**src/rtl/bus_master_pkg.sv**
```systemverilog
// Shared definitions for the bus_master block: widths, FSM encoding and the
// decoded address windows of the system bus.
package bus_master_pkg;

  localparam int ADDR_W  = 16;
  localparam int DATA_W  = 64;
  localparam int ENTRY_W = 1 + ADDR_W + DATA_W;

  localparam logic [ADDR_W-1:0] S0_BASE = 16'h0000;
  localparam logic [ADDR_W-1:0] S0_LAST = 16'h07FF;
  localparam logic [ADDR_W-1:0] S1_BASE = 16'h7000;
  localparam logic [ADDR_W-1:0] S1_LAST = 16'h71FF;

  typedef enum logic [1:0] {
    ST_IDLE = 2'd0,
    ST_REQ  = 2'd1,
    ST_XFER = 2'd2,
    ST_RESP = 2'd3
  } state_t;

  // Offset-from-base compare keeps the check uniform even when a base is zero.
  function automatic logic addr_mapped(input logic [ADDR_W-1:0] a);
    logic [ADDR_W-1:0] off0;
    logic [ADDR_W-1:0] off1;
    off0 = a - S0_BASE;
    off1 = a - S1_BASE;
    return (off0 <= (S0_LAST - S0_BASE)) || (off1 <= (S1_LAST - S1_BASE));
  endfunction

endpackage

```
**src/rtl/bus_cmd_fifo.sv**
```systemverilog
// Synchronous command FIFO holding {wr, addr, wdata}; a push is taken when
// full only if the head is popped in the same cycle.
module bus_cmd_fifo
  import bus_master_pkg::*;
#(
  parameter int DEPTH = 2,
  parameter int W     = ENTRY_W
) (
  input  logic         clk,
  input  logic         reset,
  input  logic         push,
  input  logic [W-1:0] wdata,
  output logic         ready,
  input  logic         pop,
  output logic [W-1:0] rdata,
  output logic         empty
);

  localparam int AW = $clog2(DEPTH);

  logic [W-1:0] r_mem [DEPTH];
  logic [AW:0]  r_wptr;
  logic [AW:0]  r_rptr;
  logic         w_full;
  logic         w_do_pop;
  logic         w_do_push;

  // Extra pointer MSB distinguishes full from empty when the indices match.
  assign empty     = (r_wptr == r_rptr);
  assign w_full    = (r_wptr[AW] != r_rptr[AW]) && (r_wptr[AW-1:0] == r_rptr[AW-1:0]);
  assign w_do_pop  = pop && !empty;
  assign ready     = !w_full || w_do_pop;
  assign w_do_push = push && ready;
  assign rdata     = r_mem[r_rptr[AW-1:0]];

  always_ff @(posedge clk) begin
    if (reset) begin
      r_wptr <= '0;
      r_rptr <= '0;
    end else begin
      if (w_do_push) r_wptr <= r_wptr + 1'b1;
      if (w_do_pop)  r_rptr <= r_rptr + 1'b1;
    end
  end

  always_ff @(posedge clk) begin
    if (w_do_push) r_mem[r_wptr[AW-1:0]] <= wdata;
  end

endmodule

```
**src/rtl/bus_master.sv**
```systemverilog
// Single-transaction bus initiator fed by a command FIFO. Optional watchdog on
// the grant/transfer phases is enabled with BUS_MASTER_TIMEOUT_EN.
module bus_master
  import bus_master_pkg::*;
#(
  parameter int FIFO_DEPTH     = 2,
  parameter int TIMEOUT_CYCLES = 255
) (
  input  logic              clk,
  input  logic              reset,
  input  logic              cmd_valid,
  output logic              cmd_ready,
  input  logic              cmd_wr,
  input  logic [ADDR_W-1:0] cmd_addr,
  input  logic [DATA_W-1:0] cmd_wdata,
  output logic              rsp_valid,
  output logic [DATA_W-1:0] rsp_rdata,
  output logic              rsp_err,
  output logic              busy,
  output logic              m_req,
  output logic              m_wr,
  output logic [ADDR_W-1:0] m_addr,
  output logic [DATA_W-1:0] m_dout,
  input  logic              m_grant,
  input  logic [DATA_W-1:0] m_din
);

  if (FIFO_DEPTH < 2 || (FIFO_DEPTH & (FIFO_DEPTH - 1)) != 0 || TIMEOUT_CYCLES < 1) begin : g_param_check
    $error("bus_master: FIFO_DEPTH must be a power of two >= 2 and TIMEOUT_CYCLES >= 1");
  end

  logic               w_empty;
  logic               w_pop;
  logic [ENTRY_W-1:0] w_head;
  logic               w_head_wr;
  logic [ADDR_W-1:0]  w_head_addr;
  logic [DATA_W-1:0]  w_head_data;

  state_t             r_state;
  logic               r_err;
  logic               r_tmo;
  logic [DATA_W-1:0]  r_rdata;

`ifdef BUS_MASTER_TIMEOUT_EN
  localparam int TMO_W = (TIMEOUT_CYCLES > 255) ? $clog2(TIMEOUT_CYCLES + 1) : 8;
  localparam logic [TMO_W-1:0] TMO_LAST = TMO_W'(TIMEOUT_CYCLES - 1);
  logic [TMO_W-1:0] r_tmo_cnt;
`endif

  assign {w_head_wr, w_head_addr, w_head_data} = w_head;
  assign w_pop = (r_state == ST_IDLE) && !w_empty;
  assign busy  = (r_state != ST_IDLE) || !w_empty;

  bus_cmd_fifo #(
    .DEPTH (FIFO_DEPTH),
    .W     (ENTRY_W)
  ) u_fifo (
    .clk   (clk),
    .reset (reset),
    .push  (cmd_valid),
    .wdata ({cmd_wr, cmd_addr, cmd_wdata}),
    .ready (cmd_ready),
    .pop   (w_pop),
    .rdata (w_head),
    .empty (w_empty)
  );

  always_ff @(posedge clk) begin
    if (reset) begin
      r_state   <= ST_IDLE;
      r_err     <= 1'b0;
      r_tmo     <= 1'b0;
      r_rdata   <= '0;
      m_req     <= 1'b0;
      m_wr      <= 1'b0;
      m_addr    <= '0;
      m_dout    <= '0;
      rsp_valid <= 1'b0;
      rsp_rdata <= '0;
      rsp_err   <= 1'b0;
`ifdef BUS_MASTER_TIMEOUT_EN
      r_tmo_cnt <= '0;
`endif
    end else begin
      rsp_valid <= 1'b0;
      unique case (r_state)
        ST_IDLE: begin
          if (!w_empty) begin
            m_wr    <= w_head_wr;
            m_addr  <= w_head_addr;
            m_dout  <= w_head_data;
            m_req   <= 1'b1;
            r_err   <= !addr_mapped(w_head_addr);
            r_tmo   <= 1'b0;
            r_rdata <= '0;
`ifdef BUS_MASTER_TIMEOUT_EN
            r_tmo_cnt <= '0;
`endif
            r_state <= ST_REQ;
          end
        end
        ST_REQ: begin
          if (m_grant) begin
            m_req   <= 1'b0;
            r_rdata <= m_din;
`ifdef BUS_MASTER_TIMEOUT_EN
            r_tmo_cnt <= '0;
`endif
            r_state <= ST_XFER;
          end
`ifdef BUS_MASTER_TIMEOUT_EN
          else if (r_tmo_cnt == TMO_LAST) begin
            m_req   <= 1'b0;
            r_tmo   <= 1'b1;
            r_state <= ST_RESP;
          end else begin
            r_tmo_cnt <= r_tmo_cnt + 1'b1;
          end
`endif
        end
        ST_XFER: begin
          // After a transfer timeout, stop capturing but let the arbiter finish.
          if (!m_grant) begin
            r_state <= ST_RESP;
          end else if (!r_tmo) begin
            r_rdata <= m_din;
`ifdef BUS_MASTER_TIMEOUT_EN
            if (r_tmo_cnt == TMO_LAST) r_tmo <= 1'b1;
            else                       r_tmo_cnt <= r_tmo_cnt + 1'b1;
`endif
          end
        end
        ST_RESP: begin
          rsp_valid <= 1'b1;
          rsp_err   <= r_err || r_tmo;
          rsp_rdata <= (!m_wr && !r_err && !r_tmo) ? r_rdata : '0;
          r_state   <= ST_IDLE;
        end
        default: r_state <= ST_IDLE;
      endcase
    end
  end

endmodule

```
**config.mk**
```make
export PLATFORM = sky130hd
export DESIGN_NAME = bus_master
export DESIGN_NICKNAME = d
export VERILOG_FILES = /design/src/rtl/bus_master_pkg.sv /design/src/rtl/bus_cmd_fifo.sv /design/src/rtl/bus_master.sv
export SDC_FILE = /design/constraint.sdc
export NUM_CORES = 1
export LEC_CHECK = 0
export CAP_MARGIN = 10
export CORE_MARGIN = 4
export CORE_UTILIZATION = 51
export DETAILED_ROUTE_END_ITERATION = 8
export PLACE_DENSITY = 0.81
export SYNTH_ARGS = -nofsm -noshare
export SYNTH_HDL_FRONTEND = slang
export SYNTH_SLANG_ARGS = --single-unit
```
**constraint.sdc**
```tcl
create_clock -name clk -period 6.2 [get_ports clk]
set_input_delay 0.93 -clock clk [delete_from_list [all_inputs] [get_ports clk]]
set_output_delay 0.93 -clock clk [all_outputs]
set_load 0.01 [all_outputs]
```
==> results_dict.tcl, run 1 <==
set metrics [dict create \
    die-width_um 175.7 \
    io_pins 299 \
    yosysUniqueCellTypes 36 \
    min_path_cells 2 \
    reg2reg_to "rsp_rdata[27]" \
    dr.pass1.iters 5 \
    arrival_ns 3.60 \
    sw_frac_of_total_pct 32.58 \
    r2r_setup_slack_ns 3.04 \
    fin_skew_ns 0.01938 \
    hpwl_um 20480 \
    final_nets 1570 \
    ys.flop_type "dfxtp_1" \
    holdBufCountCts 0 \
    post_cts_buffers 0 \
    worstSetupPathType "reg2reg" \
    required_ns 6.64 \
    ys_seq_elements 382 \
    internal-power_mw 5.340 \
    worst_pin_slew_ns 1.135 \
    cts_made_buffers 39 \
    drive_above_1_share_pct 13.83 \
    yosys.area_share.adder_pct 0.4363 \
    setup.worst_path.start "r_state[0]" \
    muxShareOfSynthArea_pct 5.794 \
    drc 0 \
    slowest_delay_ns 0.96 \
    core_um2 27780 \
    drtAntennaViolNets 0 \
    syn-cell-area_um2 14340 \
    reg2reg_depth 6 \
    initial_core_util_pct 51.61 \
    total_power_mw 7.921 \
    antenna_found_initial 2 \
    drtIter0Drc 599 \
    port_buffers 298 \
    post-route-cell-area_um2 18640 \
    syn_area_per_cell_um2 12.44 \
    finalCritPeriodShare_pct 51.02 \
    syn_to_final_growth_pct 30.01 \
    fillers 2060 \
    synthXorXnorAreaFrac_pct 0.5410 \
    fmax_ghz 0.3161 \
    min-delay-start "r_rdata[35]" \
    vdd_drop_max_uv 325.3 \
    power.density_nw_per_um2 424.9 \
    slew-limit-headroom_pct 24.36 \
    hold_viol 0 \
    cts-root-buf "clkbuf_16" \
    path_clk_slew_ns 0.06 \
    grt_overflow 0 \
    synth_cells 1153 \
    clock_latency_ns 0.53 \
    cp_slowest_cell "nor3b_2" \
    die_area_um2 30860 \
    synthArstFlopShare_pct 0 \
    cts_tree "yes" \
    startpoint_type "register" \
    hold_end "r_rdata[35]" \
    status "finished clean" \
    regToRegStartpoint "r_state[0]" \
    finalNonFillerCells 1825 \
    routabilityCongestion 0.7258 \
    grtUsageTotal_pct 20.98 \
    finalMaxSlewViolations 0 \
    grt_pass1_wl_um 52110 \
    path_common_cell "buf_4" \
    die_h_um 175.7 \
    synth-warning-count 0 \
    rows 61 \
    power_frac_comb_pct 28.7 \
    post-place-cells 1753 \
    holdWs_ns 0.4590 \
    grt_max_degree 134 \
    rsz0062_at_grt "false" \
    crit_fanout 67 \
    synthesis.nets 1307 \
    ys_seq_area_share_pct 64.64 \
    wl_per_cell_um 18.31 \
    drt-total-wl_um 33410 \
    min_path_type "reg2reg" \
    power_switching_mw 2.581 \
    endpoint_kind "register" \
    mostFrequentLayoutCells "clkdlybuf4s50_1, dfxtp_1, edfxtp_1, nor2_1, mux2i_1" \
    synth_edf_count 162 \
    period_minus_slack_ns 3.163 \
    cts_resized 0 \
    cts.sinks 382 \
    vias 9613 \
    pwr-share-clk_pct 28.9 \
    cts_htree_levels 2 \
    seqPwrFrac_pct 42.4 \
    synth-simple-area-share_pct 13.31 \
    power.leakage_nw 6.369 \
    synth_compound_gate_area_share_pct 11.24 \
    maxCapViolations 0 \
    setup_tns_ns 0 \
    place_area_um2 17380 \
    clk_path_buf_depth 3 \
    synth_top_family_by_area "simple AND/OR/NAND/NOR gates" \
    grt_pass1_vias 9652 \
    layout_commonest_cell "clkdlybuf4s50_1" \
    setup_viol 0 \
    worstPathCellList "ha_2 > buf_4 > nor3b_2 > buf_4 > a21oi_1 > nor2_1" \
    via_per_inst 5.267 \
]
[cell families (layout without fill, tap and decap cells)]
group / count (synthesis) / count (layout)
flops: 382 / 382
simple gates: 360 / 360
buf+inv: 91 / 384
other cells: 0 / 1
mux: 83 / 83
fa+ha+maj: 5 / 5
compound gates: 224 / 224
xor+xnor: 8 / 8
[Yosys cell counts, drive strengths merged (2+ instances only)]
| library cell | count | area, µm² |
|---|---|---|
| dfxtp | 220 | 4404 |
| edfxtp | 162 | 4865 |
| nor2 | 158 | 593.1 |
| a21oi | 131 | 884.6 |
| mux2i | 83 | 830.8 |
| a211oi | 82 | 615.6 |
| nand3 | 67 | 635.6 |
| nand2 | 66 | 247.7 |
| nor2b | 65 | 406.6 |
| clkbuf | 52 | 275.3 |
| buf | 33 | 276.5 |
| ha | 5 | 62.56 |
| inv | 5 | 18.77 |
| xnor2 | 4 | 35.03 |
| xor2 | 4 | 42.55 |
| a311oi | 2 | 17.52 |
| o311a | 2 | 21.27 |
| o311ai | 2 | 35.04 |
| o31ai | 2 | 15.01 |
[critical path, delay by kind of cell (launching register included)]
family | cells | cell delay (ns)
buf+inv | 2 | 1.21
simple gates | 2 | 1.08
compound gates | 1 | 0.15
fa+ha+maj | 1 | 0.19
flops | 1 | 0.41
[metrics by stage]
step / util [%] / setup WS, ns
final: 67.10 / 3.037
after global routing: 67.10 / 2.735
after floorplan: - / 1.272
after detailed placement: 62.55 / 2.808
after CTS: 67.09 / 2.904
after global placement: 62.55 / 2.821
[power by group through the flow]
| stage | clock [mW] | sequential [mW] | combinational (mW) |
|---|---|---|---|
| 2_1_floorplan | 0 | 3.38 | 1.65 |
| 3_3_place_gp | 0 | 3.39 | 2.23 |
| 3_5_place_dp | 0 | 3.40 | 2.29 |
| 4_1_cts | 2.34 | 3.36 | 2.31 |
| 5_1_grt | 2.45 | 3.41 | 2.49 |
| 6_report | 2.29 | 3.36 | 2.28 |
[how the worst max path moves through the flow]
stage / end / slack, ns / cells after the start
finish: rsp_rdata[27] / 3.04 / 6
floorplan: u_fifo.r_mem[0][0] / 1.27 / 2
detailed placement: u_fifo.r_mem[1][64] / 2.81 / 4
global route: rsp_rdata[6] / 2.74 / 6
CTS: rsp_rdata[33] / 2.90 / 6
global placement: u_fifo.r_mem[1][54] / 2.82 / 4
[registers in the layout (all words and copies together), names as in the netlist, 2 cells and up, named ones only]
name	cells
m_addr	16
m_dout	64
r_rdata	64
r_state	2
rsp_rdata	64
u_fifo.r_mem	162
u_fifo.r_rptr	2
u_fifo.r_wptr	2
[cell type report]
class	count	area (µm²)	area share, %
clock buffers	57	1114	5.974
clock inverters	14	148.9	0.7987
multi-input cells	680	4537	24.34
repair buffers	308	3074	16.49
flip-flops and latches	382	9273	49.74
diodes	1	2.502	0.01342
inverters	5	20.02	0.1074
well taps	378	473.0	2.537
[layer usage]
metal / global-route usage (%) / vias up / share of wire, %
li1: - / 4617 / -
met1: 26.16 / 4634 / 41
met5: 0 / - / 0.033
met2: 34.67 / 309 / 47
met4: 5.491 / 2 / 2.3
met3: 7.899 / 51 / 9.4
No activity file was read; power rests on OpenSTA's default activity.
==> inputs of run 2 (changes only) <==
- clock period: 6.2 -> 2.95 ns (I/O delays scaled with it)
==> run 2 against run 1 <==
Compared with the run above: critical path depth down 3; total power up 110%; critical endpoint is now busy; highest routed layer is now met4; sequential cell count is the same.
==> results_dict.tcl, run 2 (synthesized netlist as in run 1, its figures left out) <==
set metrics [dict create \
    fmax_ghz 0.3844 \
    setup_viol 0 \
    worstSetupPathType "reg2out" \
    cts-root-buf "clkbuf_16" \
    clk_path_buf_depth 3 \
    dr.pass1.iters 5 \
    min-delay-start "r_rdata[23]" \
    hpwl_um 20390 \
    status "finished clean" \
    port_buffers 298 \
    drc 0 \
    reg2reg_depth 4 \
    place_area_um2 17550 \
    drt-total-wl_um 32730 \
    maxCapViolations 0 \
    vias 9631 \
    cts.sinks 382 \
    cts_resized 0 \
    routabilityCongestion 0.7988 \
    hold_viol 0 \
    clock_latency_ns 0.53 \
    cts_tree "yes" \
    post-route-cell-area_um2 18880 \
    power.leakage_nw 6.479 \
    die-width_um 175.7 \
    setup_tns_ns 0 \
    arrival_ns 2.16 \
    period_minus_slack_ns 2.601 \
    final_nets 1578 \
    reg2reg_to "u_fifo.r_mem[1][40]" \
    drtIter0Drc 634 \
    via_per_inst 5.251 \
    regToRegStartpoint "u_fifo.r_wptr[0]" \
    post_cts_buffers 0 \
    rsz0062_at_grt "false" \
    required_ns 2.51 \
    cp_slowest_cell "clkdlybuf4s50_1" \
    vdd_drop_max_uv 692.3 \
    crit_fanout 4 \
    grt_overflow 0 \
    die_area_um2 30860 \
    slew-limit-headroom_pct 48.99 \
    initial_core_util_pct 51.61 \
    rows 61 \
    holdBufCountCts 0 \
    die_h_um 175.7 \
    fin_skew_ns 0.02175 \
    cts_made_buffers 40 \
    io_pins 299 \
    path_delay_family "buffers and inverters" \
    worst_pin_slew_ns 0.7651 \
    cts_htree_levels 2 \
    worstPathCellList "xnor2_1 > nand3_1 > clkdlybuf4s50_1" \
    grt_max_degree 148 \
    wl_per_cell_um 17.85 \
    mostFrequentLayoutCells "clkdlybuf4s50_1, dfxtp_1, edfxtp_1, nor2_1, mux2i_1" \
    grt_pass1_wl_um 51140 \
    min_path_type "reg2reg" \
    hold_end "r_rdata[23]" \
    grtUsageTotal_pct 20.41 \
    layout_commonest_cell "clkdlybuf4s50_1" \
    cp_num_buf_inv 1 \
    slowest_delay_ns 0.61 \
    grt_pass1_vias 9773 \
    antenna_found_initial 1 \
    syn_to_final_growth_pct 31.67 \
    startpoint_type "register" \
    finalMaxSlewViolations 0 \
    drtAntennaViolNets 0 \
    finalCritPeriodShare_pct 88.18 \
    r2r_setup_slack_ns 0.52 \
    power.density_nw_per_um2 899.0 \
    endpoint_kind "output pin" \
    fillers 1996 \
    largest_reg_flops 162 \
    path_clk_slew_ns 0.06 \
    core_um2 27780 \
    min_path_cells 2 \
    drive_above_1_share_pct 14.72 \
]
[run 2: per-stage QoR]
step	setup slack (ns)	util, %	std cells	hold WS (ns)	power (mW)
after floorplan	0.1561	-	1153	0.4323	10.56
after global placement	0.5880	63.18	1760	0.4398	11.95
after detailed placement	0.4993	63.18	1760	0.4490	12.09
after CTS	0.3294	67.94	1832	0.4601	17.13
after global routing	0.2414	67.95	1833	0.4667	17.87
final	0.3486	67.96	1834	0.4577	16.97
[run 2: where the power goes]
| part | switching, mW | internal [mW] |
|---|---|---|
| logic | 2.93 | 2.05 |
| registers | 0.535 | 6.47 |
| clock network | 2.01 | 2.98 |
| total | 5.47 | 11.5 |
[run 2: worst max-delay path by stage]
stage / depth (start not counted) / from / end
after floorplan: 4 / r_state[0] / u_fifo.r_mem[1][0]
after global placement: 4 / u_fifo.r_wptr[0] / u_fifo.r_mem[1][43]
after detailed placement: 4 / u_fifo.r_wptr[0] / u_fifo.r_mem[1][41]
after CTS: 3 / u_fifo.r_wptr[1] / busy
after global routing: 3 / u_fifo.r_wptr[1] / busy
final: 3 / u_fifo.r_wptr[1] / busy
[run 2: final cells by class]
class / count / area (µm²) / area share [%]
Inverter: 5 / 22.52 / 0.1193
Tap cell: 378 / 473.0 / 2.505
Clock inverter: 17 / 185.2 / 0.9808
Antenna cell: 2 / 5.005 / 0.02651
Clock buffer: 55 / 1137 / 6.024
Timing Repair Buffer: 315 / 3239 / 17.16
Multi-Input combinational cell: 680 / 4544 / 24.07
Sequential cell: 382 / 9273 / 49.12
[run 2: per-layer routing]
metal / routed length [µm] / global-route usage (%) / vias up
met4: 734 / 5.978 / 0
met3: 3013 / 6.952 / 46
li1: - / - / 4617
met2: 15490 / 33.02 / 345
met5: 0 / 0 / -
met1: 13500 / 26.31 / 4623
[run 2: worst reg2reg max path: cells and delay by family (launching register included)]
kind	cells	cell delay, ns
compound gates	1	0.44
xor+xnor	1	0.22
buf+inv	2	0.98
flops	1	0.52
==> inputs of run 3 (changes only) <==
- CORE_UTILIZATION: 51 -> 40
- PLACE_DENSITY: 0.81 -> 0.66
==> run 3 against run 2 <==
Compared with the run above: utilization is 14 points lower; sequential power is 0.7% lower; critical endpoint is now cmd_ready; largest cell class unchanged; critical path type unchanged; sequential share of layout area is 0.35 points lower.
==> results_dict.tcl, run 3 (synthesized netlist as in run 1, its figures left out) <==
set metrics [dict create \
    grtUsageTotal_pct 16.78 \
    initial_core_util_pct 40.41 \
    antenna_found_initial 1 \
    clock_latency_ns 0.54 \
    holdBufCountCts 0 \
    grt_max_degree 130 \
    clk_path_buf_depth 3 \
    power_switching_mw 5.431 \
    port_buffers 298 \
    dr.pass1.iters 5 \
    drt-total-wl_um 33490 \
    slew-limit-headroom_pct 47.82 \
    setup_tns_ns 0 \
    finalMaxSlewViolations 0 \
    worst_pin_slew_ns 0.7827 \
    cts_htree_levels 2 \
    post_cts_buffers 0 \
    required_ns 2.51 \
    internal-power_mw 11.53 \
    crit_fanout 6 \
    status "finished clean" \
    endpoint_kind "output pin" \
    largest_reg_flops 162 \
    period_minus_slack_ns 2.621 \
    drive_above_1_share_pct 14.45 \
    power.density_nw_per_um2 892.0 \
    path_clk_slew_ns 0.06 \
    startpoint_type "register" \
    via_per_inst 4.921 \
    finalCritPeriodShare_pct 88.85 \
    vias 9453 \
    hold_viol 0 \
    cts_tree "yes" \
    die-width_um 197.3 \
    sw_frac_of_total_pct 32.01 \
    cts.sinks 382 \
    worstSetupPathType "reg2out" \
    rows 69 \
    die_area_um2 38940 \
    fmax_ghz 0.3815 \
    fin_ws_ns 0.3290 \
    pwr-share-clk_pct 29.1 \
    routabilityCongestion 0.7657 \
    drtAntennaViolNets 0 \
    n_antenna_cell 0 \
    grt_pass1_wl_um 52830 \
    cts-root-buf "clkbuf_16" \
    hpwl_um 21110 \
    min_path_type "in2reg" \
    arrival_ns 2.18 \
    wl_per_cell_um 17.43 \
    setup_viol 0 \
    grt_overflow 0 \
    layout_commonest_cell "clkdlybuf4s50_1" \
    cts_resized 0 \
    cts_made_buffers 41 \
    syn_to_final_growth_pct 32.62 \
    finish.utilization_pct 53.59 \
    drc 0 \
    mostFrequentLayoutCells "clkdlybuf4s50_1, dfxtp_1, edfxtp_1, nor2_1, mux2i_1" \
    power.leakage_nw 6.488 \
    place_ws_ns 0.5498 \
    maxCapViolations 0 \
    die_h_um 197.3 \
    drtIter0Drc 374 \
    grt_pass1_vias 9652 \
    vdd_drop_max_uv 773.2 \
    power_frac_comb_pct 29.9 \
    core_um2 35480 \
    rsz0062_at_grt "false" \
    final_nets 1584 \
    seqPwrFrac_pct 41.1 \
    fin_skew_ns 0.01516 \
    io_pins 299 \
]
run 3: cell types whose count changed in the layout (fill, tap and decap cells not counted), sizes merged:
cell	previous run	this run
clkbuf	56	67
clkinv	10	4
buf	17	22
bufinv	3	1
diode	2	0
inv	8	6
run 3: final cells by class:
cell class,count,area [µm²]
clock buffer,66,1221
timing repair buffer,320,3289
clock inverter,7,88.84
sequential,382,9273
inverter,5,22.52
tap,461,576.8
fill,3036,16470
multi-input combinational,680,4544
run 3: path summary, 6_finish.rpt:
kind | start | to | slack, ns | depth (start not counted)
worst max register to register | r_state[0] | r_rdata[28] | 0.67 | 7
worst min-delay path | reset | rsp_rdata[57] | 0.42 | 2
worst min register to register | r_rdata[63] | r_rdata[63] | 0.46 | 2
worst max-delay path | r_state[0] | cmd_ready | 0.33 | 5
run 3: critical path, cell delays in order (launching register included):
cell and delay [ns]:
dfxtp_1 0.41, inv_1 0.11, ha_4 0.20, inv_1 0.23
nand3_1 0.14, clkdlybuf4s50_1 0.56
run 3: metal layers:
layer / wire length (µm) / track usage [%] / part of all wire, %
met2: 14960 / 26.68 / 45
met3: 3098 / 6.208 / 9.3
met5: 20 / 0 / 0.060
met4: 780 / 4.905 / 2.3
met1: 14630 / 21.62 / 44
run 3: metrics by stage:
step	hold WS, ns	std cells	power, mW	instance area (µm²)
final	0.4236	1921	16.96	19020
after global placement	0.4486	1848	12.07	17710
after CTS	0.4155	1921	17.20	19020
after global routing	0.4411	1921	17.93	19020
after detailed placement	0.4491	1848	12.20	17710
after floorplan	0.4323	1153	10.56	14360
run 3: power groups by stage:
stage	sequential, mW	combinational, mW	clock (mW)
after floorplan	7.10	3.47	0
after global placement	7.04	5.03	0
after detailed placement	7.06	5.13	0
after CTS	6.97	5.17	5.07
after global routing	7.07	5.56	5.30
final	6.96	5.07	4.93
